<file path="src/rtl/cnt_pkg.sv">
// Shared encodings for the counter family: operating modes and the
// one-shot sequencer states.
package cnt_pkg;

  // Operating mode; the reserved code behaves exactly like wrap.
  typedef enum logic [1:0] {
    MODE_WRAP    = 2'b00,
    MODE_SAT     = 2'b01,
    MODE_ONESHOT = 2'b10,
    MODE_RSVD    = 2'b11
  } mode_t;

  // One-shot sequencer states.
  typedef enum logic [1:0] {
    ST_IDLE = 2'b00,
    ST_RUN  = 2'b01,
    ST_DONE = 2'b10
  } state_t;

endpackage

</file>
<file path="src/rtl/cnt_updn_mod.sv">
// Parametrised up/down modulo counter with runtime terminal value,
// parallel load, and wrap / saturate / one-shot behaviour. cout is
// combinational so a chained stage (cout -> en) advances in the same
// cycle that this stage reaches its terminal count.
module cnt_updn_mod
  import cnt_pkg::*;
#(
  parameter int WIDTH = 16
) (
  input  logic             clk,
  input  logic             rst,
  input  logic             en,
  input  logic             up,
  input  logic             load,
  input  logic [WIDTH-1:0] din,
  input  logic [WIDTH-1:0] max,
  input  logic [1:0]       mode,
  input  logic             start,
  output logic [WIDTH-1:0] dout,
  output logic             cout,
  output logic             wrap,
  output logic             done,
  output logic             busy
);

  logic [WIDTH-1:0] cnt_reg, cnt_next;
  logic             wrap_reg, wrap_next;
  state_t           state_reg, state_next;

  mode_t            mode_sel;
  logic             is_oneshot;
  logic             term;
  logic [WIDTH-1:0] step;

  assign mode_sel   = mode_t'(mode);
  assign is_oneshot = (mode_sel == MODE_ONESHOT);

  // Terminal detect, plain +/-1 step and the status outputs. Counting
  // up uses >= so a max lowered below the current count still terminates.
  always_comb begin
    term = up ? (cnt_reg >= max) : (cnt_reg == '0);
    step = up ? (cnt_reg + WIDTH'(1)) : (cnt_reg - WIDTH'(1));
    busy = is_oneshot ? (state_reg == ST_RUN) : 1'b1;
    cout = en & term & busy;
    done = is_oneshot & (state_reg == ST_DONE);
  end

  // Next count, wrap pulse and sequencer state; load beats start beats en.
  always_comb begin
    cnt_next   = cnt_reg;
    wrap_next  = 1'b0;
    state_next = state_reg;
    if (load) begin
      cnt_next = din;
    end else if (is_oneshot && start) begin
      cnt_next   = up ? '0 : max;
      state_next = ST_RUN;
    end else if (en) begin
      case (mode_sel)
        MODE_SAT: begin
          // Above max while counting up: clamp; at terminal: hold.
          if (up && (cnt_reg > max)) begin
            cnt_next = max;
          end else if (!term) begin
            cnt_next = step;
          end
        end
        MODE_ONESHOT: begin
          // Only RUN counts; the terminal step parks the count in DONE.
          if (state_reg == ST_RUN) begin
            if (term) begin
              state_next = ST_DONE;
            end else begin
              cnt_next = step;
            end
          end
        end
        default: begin
          if (term) begin
            cnt_next  = up ? '0 : max;
            wrap_next = 1'b1;
          end else begin
            cnt_next = step;
          end
        end
      endcase
    end
    // Leaving one-shot mode always returns the sequencer to IDLE.
    if (!is_oneshot) begin
      state_next = ST_IDLE;
    end
  end

  // State register with synchronous reset.
  always_ff @(posedge clk) begin
    if (rst) begin
      cnt_reg   <= '0;
      wrap_reg  <= 1'b0;
      state_reg <= ST_IDLE;
    end else begin
      cnt_reg   <= cnt_next;
      wrap_reg  <= wrap_next;
      state_reg <= state_next;
    end
  end

  assign dout = cnt_reg;
  assign wrap = wrap_reg;

endmodule
</file>
<file path="config.mk">
export PLATFORM = sky130hd
export DESIGN_NAME = cnt_updn_mod
export DESIGN_NICKNAME = d
export VERILOG_FILES = /design/src/rtl/cnt_pkg.sv /design/src/rtl/cnt_updn_mod.sv
export SDC_FILE = /design/constraint.sdc
export NUM_CORES = 1
export LEC_CHECK = 0
export BUFFER_PORTS_ARGS = -buffer_cell sky130_fd_sc_hd__buf_2
export CAP_MARGIN = 40
export CORE_ASPECT_RATIO = 0.5
export CORE_MARGIN = 10
export CORE_UTILIZATION = 50
export CTS_CLUSTER_SIZE = 12
export DETAILED_ROUTE_END_ITERATION = 8
export PLACE_DENSITY = 0.73
export SLEW_MARGIN = 20
export SYNTH_ARGS = -nofsm -noshare
export SYNTH_HDL_FRONTEND = slang
export SYNTH_SLANG_ARGS = --single-unit
</file>
<file path="constraint.sdc">
create_clock -name clk -period 3.05 [get_ports clk]
set_input_delay 0.4575 -clock clk [delete_from_list [all_inputs] [get_ports clk]]
set_output_delay 0.4575 -clock clk [all_outputs]
set_load 0.05 [all_outputs]
</file>
==> impl_metrics.xml, run 1 <==
<?xml version="1.0" encoding="UTF-8"?>
<metrics>
  <group name="outcome">
    <metric name="outcome" unit="">finished, final reports clean</metric>
  </group>
  <group name="pwr">
    <metric name="pwr-share-comb" unit="%">59.7</metric>
    <metric name="irDropWorstVdd" unit="mV">0.210</metric>
    <metric name="power.share.clock" unit="%">19.6</metric>
    <metric name="power.share.sequential" unit="%">20.7</metric>
    <metric name="leakage" unit="nW">1.68</metric>
    <metric name="power-per-cell-area" unit="nW/um^2">413</metric>
    <metric name="cell_internal_pwr" unit="mW">0.805</metric>
    <metric name="power.switching_fraction" unit="%">46.0</metric>
    <metric name="p_sw" unit="mW">0.685</metric>
  </group>
  <group name="clocking">
    <metric name="cts_buffers" unit="">3</metric>
    <metric name="cts_num_sinks" unit="">19</metric>
    <metric name="path_clk_slew" unit="ns">0.06</metric>
    <metric name="post_cts_hold_buffers" unit="">0</metric>
    <metric name="cts_root_buf" unit="">clkbuf_16</metric>
    <metric name="clk-insertion-delay-late" unit="ns">0.26</metric>
    <metric name="ctsHtreeMaxLevel" unit="">1</metric>
    <metric name="tritoncts" unit="">yes</metric>
    <metric name="cts-root-to-sink-buffers" unit="">2</metric>
  </group>
  <group name="cells_and_area">
    <metric name="syn_to_final_growth" unit="%">27.8</metric>
    <metric name="finish.net_count" unit="">555</metric>
    <metric name="final_core_util" unit="%">66.0</metric>
    <metric name="insertedDiodeCount" unit="">0</metric>
    <metric name="most-common-layout-cells" unit="">58 x buf_2, 47 x buf_4, 35 x nand2_1, 35 x a21oi_1, 31 x ha_1</metric>
    <metric name="max_ffs_per_register" unit="">16</metric>
    <metric name="share_of_post_route_cells_with_drive_strength_above_1" unit="%">26.8</metric>
    <metric name="layout_commonest_cell" unit="">buf_2</metric>
  </group>
  <group name="synthesis">
    <metric name="seq_area_frac_synth" unit="%">13.5</metric>
    <metric name="synth.lib_cells_used.distinct" unit="">63</metric>
    <metric name="mappedNetlistArea" unit="um^2">2820</metric>
    <metric name="synthCells" unit="">389</metric>
    <metric name="synth-async-reset-ratio" unit="%">0</metric>
    <metric name="number_of_synthesis_warnings" unit="">0</metric>
    <metric name="ys_ff_latch" unit="">19</metric>
    <metric name="synth_enable_flop_cells" unit="">0</metric>
    <metric name="synthesis.area_per_instance" unit="um^2">7.25</metric>
    <metric name="dominantRegCellSynth" unit="">dfxtp_1</metric>
    <metric name="mappedNetlistNets" unit="">462</metric>
  </group>
  <group name="floorplanning">
    <metric name="top_level_ports" unit="">60</metric>
    <metric name="fp.dieArea" unit="um^2">9230</metric>
    <metric name="die_width" unit="um">126</metric>
    <metric name="start_util" unit="%">51.6</metric>
    <metric name="placeableCoreArea" unit="um^2">5470</metric>
    <metric name="core.rowCount" unit="">19</metric>
    <metric name="die_h" unit="um">73.1</metric>
  </group>
  <group name="route">
    <metric name="post-route-drc-count" unit="">0</metric>
    <metric name="post_drt_wl_per_cell" unit="um">20.4</metric>
    <metric name="dr.pass1.iters" unit="">8</metric>
    <metric name="detailed_route_wire_length" unit="um">11300</metric>
    <metric name="via_count" unit="">3599</metric>
    <metric name="detail-route-antenna-nets" unit="">0</metric>
    <metric name="detailedRoute.firstIterationViolations" unit="">395</metric>
    <metric name="drt-vias-per-instance" unit="">6.50</metric>
  </group>
  <group name="timing">
    <metric name="tightestPinTransition" unit="ns">0.594</metric>
    <metric name="min_period" unit="ns">2.96</metric>
    <metric name="min_period_over_period" unit="%">97.2</metric>
    <metric name="report.final.setup_viol" unit="">0</metric>
    <metric name="final-hold-violation-count" unit="">0</metric>
    <metric name="slew_violations" unit="">0</metric>
    <metric name="final.setup_skew" unit="ns">0.00560</metric>
    <metric name="rsz0062_at_grt" unit="">true</metric>
    <metric name="timing.fmax" unit="GHz">0.337</metric>
    <metric name="setup-tns-final" unit="ns">0</metric>
    <metric name="timing.max_slew.rel_slack" unit="%">60.3</metric>
  </group>
  <group name="critical_path">
    <metric name="crit_path_end_kind" unit="">primary output</metric>
    <metric name="cp_max_fo" unit="">7</metric>
    <metric name="crit_required" unit="ns">2.59</metric>
    <metric name="cp-start-kind" unit="">register</metric>
    <metric name="critical_path_class" unit="">register to primary output</metric>
    <metric name="critical_path_arrival" unit="ns">2.51</metric>
  </group>
  <group name="grt">
    <metric name="wire_length_of_the_first_global_routing_pass" unit="um">17800</metric>
    <metric name="pin_count_of_the_biggest_net_entering_global_routing" unit="">21</metric>
    <metric name="grt_antenna_before_repair" unit="">0</metric>
    <metric name="track_usage" unit="%">23.2</metric>
    <metric name="overflow" unit="">0</metric>
    <metric name="first_global_vias" unit="">3459</metric>
  </group>
  <group name="placed_design">
    <metric name="post-dp-hpwl" unit="um">8890</metric>
    <metric name="io_buffers" unit="">59</metric>
    <metric name="gpl.final_weighted_congestion" unit="">0.976</metric>
  </group>
  <group name="hold_path">
    <metric name="min_path_type" unit="">register to register</metric>
  </group>
  <group name="flow_run">
    <metric name="max-cap-violations" unit="">0</metric>
  </group>
</metrics>
## power by group through the flow
stage	clock network (mW)	logic, mW	registers (mW)
after floorplan	0	0.474	0.397
after global placement	0	0.836	0.310
after detailed placement	0	0.850	0.311
after CTS	0.295	0.859	0.305
after global routing	0.300	0.964	0.310
final	0.291	0.890	0.308
## cell type report
type                       instances  area, um^2
multi-input combinational        325        2290
inverter                          27         101
fill                             516        1860
tap                               73        91.3
sequential                        19         390
timing repair buffer             106         654
clock buffer                       4        78.8
## synthesized netlist by cell type (6+ instances only)
master | count | area, um^2
or3_1 | 6 | 37.5
xnor2_1 | 6 | 52.6
nand2b_1 | 6 | 37.5
a221o_1 | 8 | 80.1
ha_1 | 32 | 400
inv_1 | 27 | 101
nand3_1 | 9 | 45.0
nor2_1 | 28 | 105
dfxtp_1 | 19 | 380
nor3_1 | 9 | 45.0
a221oi_1 | 14 | 123
a21oi_1 | 36 | 180
a211oi_1 | 12 | 90.1
clkbuf_1 | 14 | 52.6
o21a_1 | 6 | 45.0
o21ai_0 | 30 | 150
nand2_1 | 35 | 131
## worst paths after layout
| path | from | to | slack [ns] | cells after the start |
|---|---|---|---|---|
| min reg2reg | state_reg[0]$_SDFFE_PP0P_ | state_reg[0]$_SDFFE_PP0P_ | 0.49 | 2 |
| min | state_reg[0]$_SDFFE_PP0P_ | state_reg[0]$_SDFFE_PP0P_ | 0.49 | 2 |
| max reg2reg | dout[13]$_SDFFE_PP0P_ | dout[3]$_SDFFE_PP0P_ | 0.17 | 9 |
| max | dout[13]$_SDFFE_PP0P_ | cout | 0.09 | 8 |
## metal layers
metal  up-vias  routed length (um)  track usage [%]
met4         0                 159             5.14
met3        21                1530             7.61
met5         -                   0                0
met1      1650                4900             31.8
li1       1696                   -                -
met2       232                4740             34.4
## stage by stage
step	cells	hold WS [ns]	cell area (um^2)	setup WS [ns]	total power, mW
5_1_grt	554	0.530	3610	-0.00184	1.57
6_report	554	0.493	3610	0.0858	1.49
3_5_place_dp	548	0.490	3470	-0.0671	1.16
3_3_place_gp	548	0.460	3470	0.0292	1.15
4_1_cts	552	0.499	3560	0.0415	1.46
2_1_floorplan	389	0.452	2830	-0.0190	0.871
## logic make-up (layout without fill, tap and decap cells)
group	Yosys count	after routing	share of synthesized area, %
AO/OA/AOI/OAI	162	162	41.2
AND/OR/NAND/NOR	117	117	19.8
buffers and inverters	45	137	6.39
adder cells (fa/ha/maj)	33	33	14.9
flip-flops	19	19	13.5
XOR/XNOR	11	11	3.41
multiplexers	2	2	0.754
## worst max-delay path, stage by stage (launching register included)
cell	delay, ns
dfxtp_4	0.37
ha_1	0.30
nand4_1	0.23
nor2_2	0.08
a221o_1	0.34
o31a_1	0.41
nor2_4	0.27
nor2_2	0.07
buf_6	0.15
## repair_timing
item                                    4_1_cts  5_1_grt
buffers inserted                              0        1
pin swaps                                     0        4
endpoints found under the setup margin        1        4
gates resized for setup                       2       11
Power figures use the tool's default switching activity.
==> run 2, diff against run 1 <==
- ABC_AREA: unset -> 1
- CORE_ASPECT_RATIO: 0.5 -> 0.6
- PLACE_DENSITY: 0.73 -> 0.71
==> run 2 against run 1 <==
Combinational power down 4.9%. Area after synthesis up 21%. Total power down 2.0%. Final cell count up 34%. Global-route usage down 2.3 points. Wire length up 1.5%. Critical path depth up 2.
==> impl_metrics.xml, run 2 <==
<?xml version="1.0" encoding="UTF-8"?>
<metrics>
  <group name="critical_path">
    <metric name="worst_r2r_path_depth" unit="">12</metric>
    <metric name="critical_path_class" unit="">register to primary output</metric>
    <metric name="crit_path_end_kind" unit="">primary output</metric>
    <metric name="cp-start-kind" unit="">register</metric>
    <metric name="crit-reg2reg-capture" unit="">dout[7]$_SDFFE_PP0P_</metric>
    <metric name="ff2ff_setup_slack" unit="ns">0.67</metric>
    <metric name="cp_max_fo" unit="">11</metric>
    <metric name="critical_path.reg2reg.startpoint" unit="">dout[11]$_SDFFE_PP0P_</metric>
    <metric name="critical_path_arrival" unit="ns">2.28</metric>
    <metric name="crit_required" unit="ns">2.59</metric>
  </group>
  <group name="grt">
    <metric name="use_met1" unit="%">30.1</metric>
    <metric name="track_usage" unit="%">20.9</metric>
    <metric name="global_route.peak_usage_layer" unit="">met2</metric>
    <metric name="first_global_vias" unit="">3849</metric>
    <metric name="grt_antenna_before_repair" unit="">0</metric>
    <metric name="globalRouteMet3Util" unit="%">5.20</metric>
    <metric name="overflow" unit="">0</metric>
    <metric name="pin_count_of_the_biggest_net_entering_global_routing" unit="">25</metric>
    <metric name="groute.layer.met2.usage" unit="%">30.2</metric>
    <metric name="wire_length_of_the_first_global_routing_pass" unit="um">18900</metric>
  </group>
  <group name="pwr">
    <metric name="power-per-cell-area" unit="nW/um^2">381</metric>
    <metric name="irDropWorstVdd" unit="mV">0.225</metric>
    <metric name="p_sw" unit="mW">0.730</metric>
    <metric name="power.share.clock" unit="%">20.3</metric>
    <metric name="leakage" unit="nW">2.24</metric>
    <metric name="pwr-share-comb" unit="%">58.0</metric>
    <metric name="cell_internal_pwr" unit="mW">0.730</metric>
    <metric name="power.switching_fraction" unit="%">50.0</metric>
    <metric name="power.share.sequential" unit="%">21.7</metric>
    <metric name="power" unit="mW">1.46</metric>
  </group>
  <group name="clocking">
    <metric name="tritoncts" unit="">yes</metric>
    <metric name="cts.repair.resized" unit="">0</metric>
    <metric name="path_clk_slew" unit="ns">0.06</metric>
    <metric name="post_cts_setup_buffer_count" unit="">0</metric>
    <metric name="cts_buffers" unit="">3</metric>
    <metric name="clk-insertion-delay-late" unit="ns">0.27</metric>
    <metric name="post_cts_hold_buffers" unit="">0</metric>
    <metric name="cts_root_buf" unit="">clkbuf_16</metric>
    <metric name="ctsHtreeMaxLevel" unit="">1</metric>
    <metric name="cts-root-to-sink-buffers" unit="">2</metric>
    <metric name="cts_num_sinks" unit="">19</metric>
  </group>
  <group name="flow_run">
    <metric name="max-cap-violations" unit="">0</metric>
  </group>
  <group name="synthesis">
    <metric name="mappedNetlistNets" unit="">680</metric>
    <metric name="synth-async-reset-ratio" unit="%">0</metric>
    <metric name="yosys.cell_count.top_type" unit="">nand2_1</metric>
    <metric name="synth_enable_flop_cells" unit="">0</metric>
    <metric name="synthCells" unit="">607</metric>
    <metric name="yosysTopAreaCell" unit="">nand2_1</metric>
    <metric name="ys_ff_latch" unit="">19</metric>
    <metric name="synth.lib_cells_used.distinct" unit="">37</metric>
    <metric name="dominantRegCellSynth" unit="">dfxtp_1</metric>
    <metric name="synth_top_area_share" unit="%">20.9</metric>
    <metric name="number_of_synthesis_warnings" unit="">0</metric>
    <metric name="synth_top_cells_by_count" unit="">190 x nand2_1, 109 x inv_1, 56 x nand3_1</metric>
    <metric name="seq_area_frac_synth" unit="%">11.1</metric>
    <metric name="synth_top_cells_by_area" unit="">nand2_1 21%, inv_1 12%, ha_1 12%</metric>
    <metric name="mappedNetlistArea" unit="um^2">3420</metric>
    <metric name="synthesis.area_per_instance" unit="um^2">5.63</metric>
  </group>
  <group name="placed_design">
    <metric name="gpl.final_weighted_congestion" unit="">0.916</metric>
    <metric name="post-dp-hpwl" unit="um">8560</metric>
    <metric name="io_buffers" unit="">59</metric>
    <metric name="detailed_place.area" unit="um^2">3760</metric>
  </group>
  <group name="floorplanning">
    <metric name="core.rowCount" unit="">23</metric>
    <metric name="top_level_ports" unit="">60</metric>
    <metric name="start_util" unit="%">51.4</metric>
    <metric name="placeableCoreArea" unit="um^2">6650</metric>
    <metric name="die_h" unit="um">84.0</metric>
    <metric name="fp.dieArea" unit="um^2">10700</metric>
    <metric name="die_width" unit="um">127</metric>
  </group>
  <group name="timing">
    <metric name="timing.fmax" unit="GHz">0.366</metric>
    <metric name="rsz0062_at_grt" unit="">false</metric>
    <metric name="setup-tns-final" unit="ns">0</metric>
    <metric name="final-hold-violation-count" unit="">0</metric>
    <metric name="tightestPinTransition" unit="ns">0.606</metric>
    <metric name="timing.max_slew.rel_slack" unit="%">59.4</metric>
    <metric name="hold_slack" unit="ns">0.365</metric>
    <metric name="min_period_over_period" unit="%">89.6</metric>
    <metric name="report.final.setup_viol" unit="">0</metric>
    <metric name="min_period" unit="ns">2.73</metric>
    <metric name="slew_violations" unit="">0</metric>
    <metric name="final.setup_skew" unit="ns">0.00618</metric>
  </group>
  <group name="route">
    <metric name="post_drt_wl_per_cell" unit="um">15.4</metric>
    <metric name="via_count" unit="">4035</metric>
    <metric name="drt-vias-per-instance" unit="">5.42</metric>
    <metric name="detailedRoute.firstIterationViolations" unit="">475</metric>
    <metric name="post-route-drc-count" unit="">0</metric>
    <metric name="dr.pass1.iters" unit="">5</metric>
    <metric name="detail-route-antenna-nets" unit="">0</metric>
    <metric name="detailed_route_wire_length" unit="um">11500</metric>
  </group>
  <group name="cells_and_area">
    <metric name="max_ffs_per_register" unit="">16</metric>
    <metric name="most-common-layout-cells" unit="">190 x nand2_1, 109 x inv_1, 59 x buf_2, 56 x nand3_1, 32 x ha_1</metric>
    <metric name="final_design_area_no_fill" unit="um^2">3840</metric>
    <metric name="layout_commonest_cell" unit="">nand2_1</metric>
    <metric name="finish.net_count" unit="">731</metric>
    <metric name="final_core_util" unit="%">57.7</metric>
    <metric name="syn_to_final_growth" unit="%">12.2</metric>
    <metric name="share_of_post_route_cells_with_drive_strength_above_1" unit="%">16.7</metric>
    <metric name="insertedDiodeCount" unit="">0</metric>
  </group>
  <group name="hold_path">
    <metric name="min_from" unit="">rst</metric>
    <metric name="hold-path-endpoint" unit="">wrap$_SDFF_PP0_</metric>
    <metric name="min_path_type" unit="">input pin to register</metric>
    <metric name="min_delay_path_depth" unit="">2</metric>
  </group>
  <group name="outcome">
    <metric name="outcome" unit="">finished, final reports clean</metric>
  </group>
</metrics>
## run 2: power groups by stage
stage                     clock [mW]  sequential (mW)  combinational [mW]
after floorplan                    0            0.381               0.570
after global placement             0            0.320               0.821
after detailed placement           0            0.321               0.830
after CTS                      0.303            0.315               0.836
after global routing           0.312            0.320               0.952
final                          0.297            0.317               0.846
## run 2: critical path, stage by stage (launching register included)
cell,delay [ns]
dfxtp_1,0.42
ha_1,0.35
nand2_1,0.07
nor2_1,0.15
nand2_1,0.11
nor2_4,0.13
nor2_4,0.06
nand3_4,0.17
nand3_1,0.15
a21oi_2,0.12
buf_2,0.28
## run 2: logic make-up (layout without fill, tap and decap cells)
family	after synthesis	after routing	synth area share (%)
XOR/XNOR	8	8	2.05
AND/OR/NAND/NOR	321	321	42.3
AO/OA/AOI/OAI	90	90	15.8
flip-flops	19	19	11.1
buffers and inverters	136	186	16.4
adder cells (fa/ha/maj)	33	33	12.3
## run 2: how the worst max path moves through the flow
| stage | startpoint | to | slack [ns] | cells after the start |
|---|---|---|---|---|
| final | dout[7]$_SDFFE_PP0P_ | cout | 0.32 | 10 |
| after global routing | dout[7]$_SDFFE_PP0P_ | cout | 0.15 | 10 |
| after CTS | dout[7]$_SDFFE_PP0P_ | cout | 0.35 | 10 |
| after detailed placement | max[15] | cout | 0.48 | 12 |
| after global placement | max[7] | cout | 0.53 | 12 |
| after floorplan | dout[0]$_SDFFE_PP0P_ | cout | 0.23 | 11 |
## run 2: layout make-up
cell class                 instances  area, um^2
multi-input combinational        452        2480
inverter                         116         438
timing repair buffer              66         348
sequential                        19         380
fill                             675        2810
clock buffer                       4        78.8
tap                               87         109
## run 2: routing by layer
metal,wire length [um],up-vias,share of wire [%]
li1,-,2039,-
met1,5400,1777,47
met2,4670,208,41
met3,1350,11,12
met4,77,0,0.67
met5,0,-,0
## run 2: metrics by stage
step	instances	setup slack, ns
finish	744	0.316
detailed placement	740	0.475
floorplan	607	0.228
CTS	744	0.349
global placement	740	0.529
global route	744	0.152
==> run 3, diff against run 2 <==
- BUFFER_PORTS_ARGS: -buffer_cell sky130_fd_sc_hd__buf_2 -> unset
- DONT_BUFFER_PORTS: unset -> 1
- PLACE_DENSITY: 0.71 -> 0.64
==> run 3 against run 2 <==
First-iteration DRC count is 16% lower. Critical path depth stayed put. Non-clock buffer count is 44 lower. Wire length is 1.1% lower. Hold slack worse by 0.098 ns. Sequential cell count stayed put. Total power is 2.0% lower. Sequential power is 5% lower. Final cell count is 5.9% lower. Global-route usage is 0.18 points lower. Utilization is 2.7 points lower. Register-to-register slack worse by 0.12 ns.
==> impl_metrics.xml, run 3 (synthesis results as in run 2) <==
<?xml version="1.0" encoding="UTF-8"?>
<metrics>
  <group name="outcome">
    <metric name="outcome" unit="">finished, final reports clean</metric>
  </group>
  <group name="grt">
    <metric name="grt_antenna_before_repair" unit="">0</metric>
    <metric name="use_met1" unit="%">28.7</metric>
    <metric name="track_usage" unit="%">20.7</metric>
    <metric name="pin_count_of_the_biggest_net_entering_global_routing" unit="">28</metric>
    <metric name="global_route.peak_usage_layer" unit="">met2</metric>
    <metric name="globalRouteMet3Util" unit="%">5.84</metric>
    <metric name="first_global_vias" unit="">3518</metric>
    <metric name="overflow" unit="">0</metric>
    <metric name="wire_length_of_the_first_global_routing_pass" unit="um">18300</metric>
    <metric name="groute.layer.met2.usage" unit="%">31.5</metric>
  </group>
  <group name="pwr">
    <metric name="power.share.sequential" unit="%">21.0</metric>
    <metric name="power.switching_fraction" unit="%">49.6</metric>
    <metric name="cell_internal_pwr" unit="mW">0.721</metric>
    <metric name="irDropWorstVdd" unit="mV">0.234</metric>
    <metric name="power-per-cell-area" unit="nW/um^2">391</metric>
    <metric name="leakage" unit="nW">2.07</metric>
    <metric name="pwr-share-comb" unit="%">58.2</metric>
    <metric name="power.share.clock" unit="%">20.8</metric>
    <metric name="p_sw" unit="mW">0.709</metric>
    <metric name="power" unit="mW">1.43</metric>
  </group>
  <group name="floorplanning">
    <metric name="placeableCoreArea" unit="um^2">6650</metric>
    <metric name="start_util" unit="%">51.4</metric>
    <metric name="fp.dieArea" unit="um^2">10700</metric>
    <metric name="top_level_ports" unit="">60</metric>
    <metric name="die_width" unit="um">127</metric>
    <metric name="core.rowCount" unit="">23</metric>
    <metric name="die_h" unit="um">84.0</metric>
  </group>
  <group name="critical_path">
    <metric name="crit_required" unit="ns">2.59</metric>
    <metric name="cp_max_fo" unit="">19</metric>
    <metric name="worst_path_most_repeated_cell" unit="">nand2_1</metric>
    <metric name="worst_r2r_path_depth" unit="">14</metric>
    <metric name="crit-reg2reg-capture" unit="">dout[3]$_SDFFE_PP0P_</metric>
    <metric name="crit_path_top_delay_cell" unit="">dfxtp_1</metric>
    <metric name="slowest_delay" unit="ns">0.47</metric>
    <metric name="critical_path_arrival" unit="ns">2.31</metric>
    <metric name="critical_path_class" unit="">register to primary output</metric>
    <metric name="cp_cell_sequence" unit="">ha_1 &gt; nand2_1 &gt; inv_1 &gt; nand2_1 &gt; nand2_1 &gt; a21oi_4 &gt; nand3_4 &gt; nand3_1 &gt; a21oi_2 &gt; buf_4</metric>
    <metric name="crit_path_end_kind" unit="">primary output</metric>
    <metric name="critical_path.reg2reg.startpoint" unit="">dout[11]$_SDFFE_PP0P_</metric>
    <metric name="ff2ff_setup_slack" unit="ns">0.55</metric>
    <metric name="cp-start-kind" unit="">register</metric>
  </group>
  <group name="flow_run">
    <metric name="max-cap-violations" unit="">0</metric>
  </group>
  <group name="timing">
    <metric name="tightestPinTransition" unit="ns">0.869</metric>
    <metric name="report.final.setup_viol" unit="">0</metric>
    <metric name="final.setup_skew" unit="ns">0.00606</metric>
    <metric name="timing.fmax" unit="GHz">0.362</metric>
    <metric name="min_period_over_period" unit="%">90.6</metric>
    <metric name="final-hold-violation-count" unit="">0</metric>
    <metric name="min_period" unit="ns">2.76</metric>
    <metric name="setup-tns-final" unit="ns">0</metric>
    <metric name="slew_violations" unit="">0</metric>
    <metric name="rsz0062_at_grt" unit="">false</metric>
    <metric name="timing.max_slew.rel_slack" unit="%">41.8</metric>
  </group>
  <group name="route">
    <metric name="drt-vias-per-instance" unit="">5.50</metric>
    <metric name="dr.pass1.iters" unit="">5</metric>
    <metric name="detailed_route_wire_length" unit="um">11400</metric>
    <metric name="detailedRoute.firstIterationViolations" unit="">398</metric>
    <metric name="post_drt_wl_per_cell" unit="um">16.2</metric>
    <metric name="detail-route-antenna-nets" unit="">0</metric>
    <metric name="post-route-drc-count" unit="">0</metric>
    <metric name="via_count" unit="">3848</metric>
  </group>
  <group name="clocking">
    <metric name="tritoncts" unit="">yes</metric>
    <metric name="cts_root_buf" unit="">clkbuf_16</metric>
    <metric name="ctsHtreeMaxLevel" unit="">1</metric>
    <metric name="post_cts_hold_buffers" unit="">0</metric>
    <metric name="clk-insertion-delay-late" unit="ns">0.26</metric>
    <metric name="path_clk_slew" unit="ns">0.07</metric>
    <metric name="cts_num_sinks" unit="">19</metric>
    <metric name="post_cts_setup_buffer_count" unit="">0</metric>
    <metric name="cts.repair.resized" unit="">0</metric>
    <metric name="cts_buffers" unit="">3</metric>
    <metric name="cts-root-to-sink-buffers" unit="">2</metric>
  </group>
  <group name="hold_path">
    <metric name="hold-path-endpoint" unit="">wrap$_SDFF_PP0_</metric>
    <metric name="min_delay_path_depth" unit="">1</metric>
    <metric name="min_path_type" unit="">input pin to register</metric>
    <metric name="min_from" unit="">rst</metric>
  </group>
  <group name="cells_and_area">
    <metric name="insertedDiodeCount" unit="">0</metric>
    <metric name="most-common-layout-cells" unit="">190 x nand2_1, 109 x inv_1, 56 x nand3_1, 32 x ha_1</metric>
    <metric name="multi_input_comb_area" unit="um^2">2490</metric>
    <metric name="finish.cell_count_without_fillers" unit="">700</metric>
    <metric name="finish.net_count" unit="">687</metric>
    <metric name="final-seq-area" unit="um^2">380</metric>
    <metric name="share_of_post_route_cells_with_drive_strength_above_1" unit="%">11.1</metric>
    <metric name="num-fill-cells" unit="">696</metric>
    <metric name="max_ffs_per_register" unit="">16</metric>
    <metric name="final_core_util" unit="%">55.1</metric>
    <metric name="layout_commonest_cell" unit="">nand2_1</metric>
    <metric name="final_design_area_no_fill" unit="um^2">3660</metric>
    <metric name="syn_to_final_growth" unit="%">7.06</metric>
  </group>
  <group name="placed_design">
    <metric name="detailed_place.area" unit="um^2">3580</metric>
    <metric name="gpl.final_weighted_congestion" unit="">0.918</metric>
    <metric name="post-dp-hpwl" unit="um">8500</metric>
    <metric name="io_buffers" unit="">0</metric>
    <metric name="placed_cells_incl_taps" unit="">696</metric>
  </group>
</metrics>
-- run 3: worst max-delay path by stage --
| stage | from | to | slack (ns) | cells after the start |
|---|---|---|---|---|
| 6_report | dout[11]$_SDFFE_PP0P_ | cout | 0.29 | 10 |
| 5_1_grt | dout[11]$_SDFFE_PP0P_ | cout | 0.18 | 10 |
| 4_1_cts | dout[11]$_SDFFE_PP0P_ | cout | 0.32 | 10 |
| 2_1_floorplan | dout[0]$_SDFFE_PP0P_ | cout | 0.23 | 11 |
| 3_3_place_gp | max[7] | cout | 0.55 | 11 |
| 3_5_place_dp | max[15] | cout | 0.52 | 11 |
-- run 3: metrics by stage --
stage	worst slack [ns]	hold slack [ns]
after floorplan	0.228	0.452
after global placement	0.551	0.478
after global routing	0.180	0.263
after CTS	0.318	0.265
after detailed placement	0.523	0.484
final	0.286	0.267
-- run 3: worst max-delay path, delay by kind of cell, from the launching register on --
family	cells	cell delay, ns
flip-flops	1	0.47
AO/OA/AOI/OAI	2	0.27
buffers and inverters	2	0.24
adder cells (fa/ha/maj)	1	0.30
AND/OR/NAND/NOR	5	0.76
-- run 3: area by class of cell --
| type | count | area share (%) |
|---|---|---|
| Clock inverter | 1 | 0.137 |
| Sequential cell | 19 | 10.4 |
| Multi-Input combinational cell | 452 | 68.0 |
| Inverter | 116 | 12.0 |
| Clock buffer | 3 | 2.05 |
| Tap cell | 87 | 2.97 |
| Timing Repair Buffer | 22 | 4.51 |
-- run 3: per-layer routing --
layer | routed length, um | vias to the layer above
met5 | 0 | -
met4 | 69 | 0
met2 | 4780 | 175
met3 | 1160 | 10
met1 | 5370 | 1713
li1 | - | 1950
-- run 3: power by group through the flow --
stage | clock [mW] | combinational, mW | sequential (mW)
after CTS | 0.303 | 0.825 | 0.299
after global placement | 0 | 0.809 | 0.304
after global routing | 0.318 | 0.936 | 0.303
after floorplan | 0 | 0.570 | 0.381
after detailed placement | 0 | 0.819 | 0.305
final | 0.297 | 0.833 | 0.301
